===== src/rtl/pulse_sched_pkg.sv =====
// Shared types and default sizing for the rectangular-pulse sequencer.
package pulse_sched_pkg;
  localparam int DEF_CNT_W  = 4;
  localparam int DEF_AMP_W  = 3;
  localparam int DEF_PERIOD = 8;

  typedef enum logic [1:0] {IDLE, RUN, STOP} state_t;

  typedef struct packed {
    logic [DEF_CNT_W-1:0] dur;
    logic [DEF_AMP_W-1:0] amp;
    logic [DEF_CNT_W-1:0] ofs;
  } cfg_t;
endpackage


===== src/rtl/pulse_cfg_shadow.sv =====
// Double-buffered config: valid/ready into a pending slot, moved to the
// active slot only when the owner raises apply.
module pulse_cfg_shadow #(
  parameter int W = 11
) (
  input  logic         clk,
  input  logic         rst,
  input  logic         in_valid,
  output logic         in_ready,
  input  logic [W-1:0] in_data,
  input  logic         apply,
  output logic [W-1:0] act_nxt
);
  logic         alive, pend;
  logic [W-1:0] pend_q, act_q;

  // alive keeps ready low while reset is held and for the release cycle
  assign in_ready = alive & ~pend;
  assign act_nxt  = (apply & pend) ? pend_q : act_q;

  always_ff @(posedge clk or posedge rst) begin
    if (rst) begin
      alive  <= 1'b0;
      pend   <= 1'b0;
      pend_q <= '0;
      act_q  <= '0;
    end else begin
      alive <= 1'b1;
      if (apply & pend) begin
        act_q <= pend_q;
        pend  <= 1'b0;
      end
      // ready implies !pend, so a transfer never collides with an apply
      if (in_valid & in_ready) begin
        pend   <= 1'b1;
        pend_q <= in_data;
      end
    end
  end
endmodule


===== src/rtl/pulse_train_scheduler.sv =====
// Period sequencer: FSM, phase counter, window compare and registered outputs.
module pulse_train_scheduler
  import pulse_sched_pkg::*;
#(
  parameter int CNT_W  = DEF_CNT_W,
  parameter int AMP_W  = DEF_AMP_W,
  parameter int PERIOD = DEF_PERIOD
) (
  input  logic             clk,
  input  logic             rst,
  input  logic             en,
  input  logic             cfg_valid,
  output logic             cfg_ready,
  input  logic [CNT_W-1:0] cfg_dur,
  input  logic [AMP_W-1:0] cfg_amp,
  input  logic [CNT_W-1:0] cfg_ofs,
  output logic [AMP_W-1:0] out_amp,
  output logic             pulse_active,
  output logic             period_start,
  output logic             running
);
  generate
    if (PERIOD < 2 || PERIOD > (1 << CNT_W)) begin : g_bad_period
      $error("pulse_train_scheduler: PERIOD out of range for CNT_W");
    end
  endgenerate

  localparam logic [CNT_W-1:0] PH_LAST = CNT_W'(PERIOD - 1);
  localparam logic [CNT_W:0]   PER     = (CNT_W+1)'(PERIOD);

  typedef struct packed {
    logic [CNT_W-1:0] dur;
    logic [AMP_W-1:0] amp;
    logic [CNT_W-1:0] ofs;
  } cfg_w_t;

  cfg_w_t           cfg_in, act;
  state_t           st, st_n;
  logic [CNT_W-1:0] ph, ph_n, ph_inc;
  logic [CNT_W:0]   win_end;
  logic             at_end, apply, run_n, pa_n;

  assign cfg_in = '{dur: cfg_dur, amp: cfg_amp, ofs: cfg_ofs};
  assign at_end = (ph == PH_LAST);
  assign apply  = (st == IDLE) | at_end;
  assign ph_inc = at_end ? '0 : ph + CNT_W'(1);

  pulse_cfg_shadow #(.W($bits(cfg_w_t))) u_shadow (
    .clk      (clk),
    .rst      (rst),
    .in_valid (cfg_valid),
    .in_ready (cfg_ready),
    .in_data  (cfg_in),
    .apply    (apply),
    .act_nxt  (act)
  );

  always_comb begin
    st_n = st;
    ph_n = '0;
    unique case (st)
      IDLE: st_n = en ? RUN : IDLE;
      RUN: begin
        ph_n = ph_inc;
        if (!en) st_n = STOP;
      end
      STOP: begin
        ph_n = ph_inc;
        if (at_end) st_n = en ? RUN : IDLE;
      end
      default: st_n = IDLE;
    endcase
  end

  // window evaluated on next-state phase and next active config so the
  // registered outputs line up with ph
  assign run_n   = (st_n != IDLE);
  assign win_end = {1'b0, act.ofs} + {1'b0, act.dur};
  assign pa_n    = run_n & (ph_n >= act.ofs) & ({1'b0, ph_n} < win_end)
                 & ({1'b0, ph_n} < PER);

  always_ff @(posedge clk or posedge rst) begin
    if (rst) begin
      st           <= IDLE;
      ph           <= '0;
      running      <= 1'b0;
      pulse_active <= 1'b0;
      out_amp      <= '0;
      period_start <= 1'b0;
    end else begin
      st           <= st_n;
      ph           <= ph_n;
      running      <= run_n;
      pulse_active <= pa_n;
      out_amp      <= pa_n ? act.amp : '0;
      period_start <= run_n & (ph_n == '0);
    end
  end
endmodule


===== config.mk =====
export PLATFORM = sky130hd
export DESIGN_NAME = pulse_train_scheduler
export DESIGN_NICKNAME = d
export VERILOG_FILES = /design/src/rtl/pulse_sched_pkg.sv /design/src/rtl/pulse_cfg_shadow.sv /design/src/rtl/pulse_train_scheduler.sv
export SDC_FILE = /design/constraint.sdc
export NUM_CORES = 1
export LEC_CHECK = 0
export CAP_MARGIN = 5
export CELL_PAD_IN_SITES_DETAIL_PLACEMENT = 1
export CELL_PAD_IN_SITES_GLOBAL_PLACEMENT = 1
export CORE_UTILIZATION = 45
export DETAILED_ROUTE_END_ITERATION = 12
export PLACE_DENSITY = 0.86
export SLEW_MARGIN = 15
export SYNTH_ARGS = -nofsm -noshare
export SYNTH_HDL_FRONTEND = slang
export SYNTH_SLANG_ARGS = --single-unit

===== constraint.sdc =====
create_clock -name clk -period 4.3 [get_ports clk]
set_clock_uncertainty 0.15 [all_clocks]
set_input_delay 0.645 -clock clk [delete_from_list [all_inputs] [get_ports clk]]
set_output_delay 0.645 -clock clk [all_outputs]
set_load 0.05 [all_outputs]

# Yosys cells after proc, flatten, opt, wreduce, memory -nomap -nowiden
# Cells that the tools add are included.
totals:
  reg_bits: 36
  latch_bits: 0
  mem_bits_rw: 0
  rom_bits: 0
  input_bits: 15
  wordCells: 42
  memories: 0
classes:
  add_sub_neg: 2
  multipliers: 0
  div_mod_pow: 0
  magnitude_cmp: 3
  n_eq_ne: 3
  n_shift: 0
  n_mux: 10
  n_bitwise: 9
  reduce_logical: 5
op_table:
  columns: ["op", "n"]
  rows:
  - ["11-bit two-way mux", 1]
  - ["4-bit two-way mux", 2]
  - ["1-bit AND", 7]
  - ["2-bit case mux with 3 select lines", 1]
  - ["4-bit by 4-bit adder with 5-bit output", 1]
  - ["4-bit by 5-bit < comparator with 1-bit output", 1]
  - ["4-bit by 1-bit adder with 4-bit output (second input constant)", 1]
  - ["4-bit by 3-bit == test with 1-bit output (second input constant)", 1]
  - ["4-bit >= comparator", 1]
  - ["4-bit zero test", 1]
  - ["4-bit < comparator (second input constant)", 1]
  - ["2-bit two-way mux", 2]
  - ["2-bit nonzero test", 2]
  - ["1-bit two-way mux", 3]
  - ["3-bit two-way mux", 1]
  - ["2-bit by 1-bit == test with 1-bit output (second input constant)", 1]
  - ["2-bit == test (second input constant)", 1]
  - ["2-bit zero test", 1]
  - ["2-bit OR reduction", 1]
  - ["1-bit NOT", 1]
  - ["1-bit bitwise OR", 1]

# Logic depth before layout (Yosys ltp)
# Gate-level depths: netlist of run 1.
logic_depth:
  ltp_word: 9
  mapped_depth: 17
  ltp_nobuf: 15

# Modules after synthesis
# Synthesis of run 1 repeated with hierarchy kept, for this count alone.
hier_totals:
  cells_unflattened: 131
  area_unflattened_um2: 1747.9
modules_own_cells:
  columns: ["module", "n_inst", "cells_each", "area_per_inst_um2", "seq_area_each_um2"]
  rows:
  - ["pulse_cfg_shadow", 1, 55, 948.4, 600.6]
  - ["pulse_train_scheduler", 1, 76, 799.5, 300.3]

# Least setup slack after synthesis of run 1
# OpenSTA, ideal clock, no wires.
synth_path:
  path_type: "register to register"
  start: "register ph[0]"
  end: "register out_amp[0]"
  setup_ns: 0.080
  arrival_ns: 3.623
  required_time_ns: 4.070
  setup_slack_ns: 0.447
  path_stages_with_launch: 18
  n_path_buf: 2
  path_cell_list: "dfrtp_1 ha_1 and3b_1 buf_4 o21ai_4 buf_4 mux2_2 ha_1 nand3_1 mux2i_1 a211oi_2 xor2_1 ha_1 nand2_1 nand3b_1 o31ai_1 o311ai_4 nor3b_2"
synth_lines:
  columns: ["element", "line_no", "source"]
  rows:
  - ["start: declaration", "pulse_train_scheduler.sv:39", "logic [CNT_W-1:0] ph, ph_n, ph_inc;"]
  - ["start signal: assignment", "pulse_train_scheduler.sv:92", "ph <= ph_n;"]
  - ["end signal: assignment", "pulse_train_scheduler.sv:95", "out_amp <= pa_n ? act.amp : '0;"]
  - ["end: declaration", "pulse_train_scheduler.sv:17", "output logic [AMP_W-1:0] out_amp,"]

==> results of run 1 <==
[layout by cell type (no fill, tap or decap), types with 2 or more instances in the layout]
cell and n:
a21o_1 3, a21oi_1 4, and2_1 2, buf_4 6, clkbuf_8 6, clkdlybuf4s50_1 21, clkinv_2 2, dfrtp_1 36
ha_1 15, inv_1 8, mux2_2 23, mux2i_1 3, nand2_1 7, nand2b_1 4, nand3_1 3, nand3b_1 3
nand4_1 2, nand4b_1 2, nor2_1 3, nor3b_2 4, o211ai_1 2, o21ai_0 2, xor2_1 7
[final cells by class]
class / instances / area, um2
Clock buffer: 6 / 82.6
Clock inverter: 2 / 10.0
Fill cell: 417 / 1740
Inverter: 9 / 33.8
Multi-Input combinational cell: 105 / 970
Sequential cell: 36 / 901
Tap cell: 50 / 62.6
Timing Repair Buffer: 27 / 255
[sequential cells by signal, summed over array words and instances (netlist names), 2 cells and up]
name / flops
ph: 4
u_shadow.act_q: 11
st: 2
out_amp: 3
u_shadow.pend_q: 11
[routing by layer]
metal | up-vias | track usage, % | routed length (um) | part of all wire [%]
met5 | - | 0 | 0 | 0
met4 | 0 | 7.45 | 99 | 2.4
met3 | 10 | 5.24 | 112 | 2.7
met2 | 25 | 37.6 | 2160 | 52
met1 | 652 | 22.7 | 1780 | 43
li1 | 604 | - | - | -
[cell families (layout without fill, tap and decap cells)]
family | after synthesis | in the layout | synth area share (%)
simple gates | 33 | 33 | 11.2
xor+xnor | 7 | 7 | 3.20
compound gates | 22 | 22 | 9.93
flops | 36 | 36 | 47.0
other cells | 1 | 1 | 0.196
fa+ha+maj | 15 | 15 | 9.80
mux | 27 | 27 | 15.9
buf+inv | 12 | 44 | 2.81
[worst reg2reg max path: stages (launching register included)]
cell      delay, ps
dfrtp_1         410
ha_1            280
and3b_1         310
o21ai_4         300
buf_4           210
mux2_2          360
ha_1            220
ha_1            210
a21o_1          180
mux2i_1         210
xor2_1          180
ha_1            240
o21ai_0          80
nand2b_1        100
a21oi_2         190
o311ai_4        140
nor3b_2         230
[report_power, final]
part | internal, mW | switching [mW]
logic | 0.510 | 0.619
registers | 0.476 | 0.0966
clock network | 0.128 | 0.122
total | 1.11 | 0.838
[cell usage after synthesis]
library cell	count	area share (%)
nor2_1	3	0.59
nand4_1	2	0.65
nor2b_1	1	0.33
mux2_2	23	14
a21boi_0	1	0.39
and2_1	2	0.65
o31ai_1	1	0.39
o311ai_4	1	1.4
inv_1	8	1.6
ha_1	15	9.8
dfrtp_1	36	47
inv_2	1	0.20
o2111ai_1	1	0.46
o21a_4	1	0.78
a31o_2	1	0.46
nand2_1	7	1.4
buf_4	2	0.78
o21ai_1	1	0.26
mux2_4	1	0.78
nor3b_2	4	2.6
and3b_1	1	0.46
conb_1	1	0.20
a21o_1	3	1.2
nand3b_1	3	1.2
nand2b_1	4	1.3
nor4_1	1	0.33
o21ai_0	2	0.52
o32a_1	1	0.52
buf_2	1	0.26
xor2_1	7	3.2
a21oi_1	5	1.3
o21ai_4	1	0.85
mux2i_1	3	1.6
nand4b_1	2	0.91
a211oi_2	1	0.65
nand3_1	3	0.78
o211ai_1	2	0.78
[per-stage QoR]
step                      cell area (um2)  setup slack [ps]
after floorplan                      1920               447
after global placement               2190               349
after detailed placement             2190               108
after CTS                            2280              80.9
after global routing                 2310             -11.9
final                                2310               203
[repair_timing]
item / 4_1_cts / 5_1_grt
hold buffers: 0 / 0
endpoints found under the setup margin: 0 / 3
resized for setup: 0 / 2
buffers inserted: 0 / 3
[worst max path at each step]
stage | start | end
floorplan | ph[0] | out_amp[0]
global placement | ph[0] | out_amp[1]
detailed placement | ph[0] | out_amp[1]
CTS | ph[0] | out_amp[1]
global route | ph[0] | out_amp[2]
finish | ph[0] | out_amp[1]
==> metrics, run 1 <==
initial antenna violation count=0; WHS=about 360 ps; DR vias=1291; Max clock buf depth=2; synth warn=0; Routed Antenna Nets=0; Netlist cell types=37; setup TNS=0 ps; Die W=roughly 67 um; worst-path cell chain=ha_1 -> and3b_1 -> o21ai_4 -> buf_4 -> mux2_2 -> ha_1 -> ha_1 -> a21o_1 -> mux2i_1 -> xor2_1 -> ha_1 -> o21ai_0 -> nand2b_1 -> a21oi_2 -> o311ai_4 -> nor3b_2; Hold Violations, Final=0; Final Max Tran Viols=0; row count=23; Slew HR=65.8%; Worst Hold End=u_shadow.pend_q[3]; Die Ht=around 67 um; status=complete, no violations; crit end category=flip-flop; WP data required=~4400 ps; Die Area=between 0.004 and 0.005 mm2; CP Buf/Inv Count=1; CP Depth=16; WL/cell=around 18 um; worst-path fanout max=8; overall power=roughly 2.0 mW; worst reg2reg path depth=16; root buffer cell=clkbuf_8; vias in the first global route=between 1000 and 1500; nets=214; buffers added on ports=21; sequential area share after synthesis=approximately 47%; R2R Setup Slk=~200 ps; Tcrit/Tclk final=95.3%; DRT Pass-1 Iters=2; Crit path top cell by count=ha_1; Initial Util=between 40% and 50%; boundary pin count=22; Leak=~1.1 nW; vias per cell=roughly 5.5; Hold Crit Class=reg2reg; initial DRC count=19; Clock Pin Slew Worst Setup and Hold Paths=about 70 ps; CORE AREA=approximately 0.004 mm2; Final setup viols=0; Synth Area per Inst=12.5 um2; register bit total from synthesis=36; FMAX=244 MHz; Final Critical Period=about 4100 ps; largest net degree at the start of global routing=37; Mapped Cells=~150; wirelength, routed=4150 um; post-synthesis to final-layout area growth=20.8%; Least-Margin Pin Slew=511 ps; startpoint type of the worst setup path=flip-flop; worst skew pair latency=about 290 ps; synthesized cell area=0.00192 mm2; Hold Crit Start=u_shadow.pend_q[3]; Worst Path Arrival=4160 ps; cts bufs inserted=5; Max-Cap Viols=0; Mapped Nets=approximately 180; Residual DRC=0; final std cells w/o fill=roughly 240; # diodes=0; dpl cells=about 220; worst hold stages=1; slowest cell delay on critical path=~410 ps; CTS tree=built; share of post-route cells with drive strength above 1=~27%; first-pass GRT wire length=6620 um; Worst path top cell family by delay=adder cells; slowest CP cell=dfrtp_1; RR Startpoint=ph[0]; Remaining Overflow, GRT=0; GRT Overall Usage=between 20% and 30%; Placer Congestion=0.832; clock sink count=36; Post-DP HPWL=~3100 um; Util after Layout=57.0%; P per Cell Area=843 mW/mm2; Critical R2R Capture=out_amp[1]; H-tree depth=2; CP Class=reg2reg; Max VDD drop=between 0.3 and 0.4 mV
Note: power is estimated with default switching activity, not from simulation.
==> inputs of run 2 (changes only) <==
==> constraint.sdc (replaced) <==
create_clock -name clk -period 4.3 [get_ports clk]
set_clock_uncertainty 0.15 [all_clocks]
set_input_delay 0.645 -clock clk [delete_from_list [all_inputs] [get_ports clk]]
set_output_delay 0.645 -clock clk [all_outputs]
set_load 0.01 [all_outputs]
==> results of run 2 <==
Same layout as run 1 (identical final DEF). Status: complete, no violations.
Among the figures that moved: total power 1.95 mW -> 1.88 mW
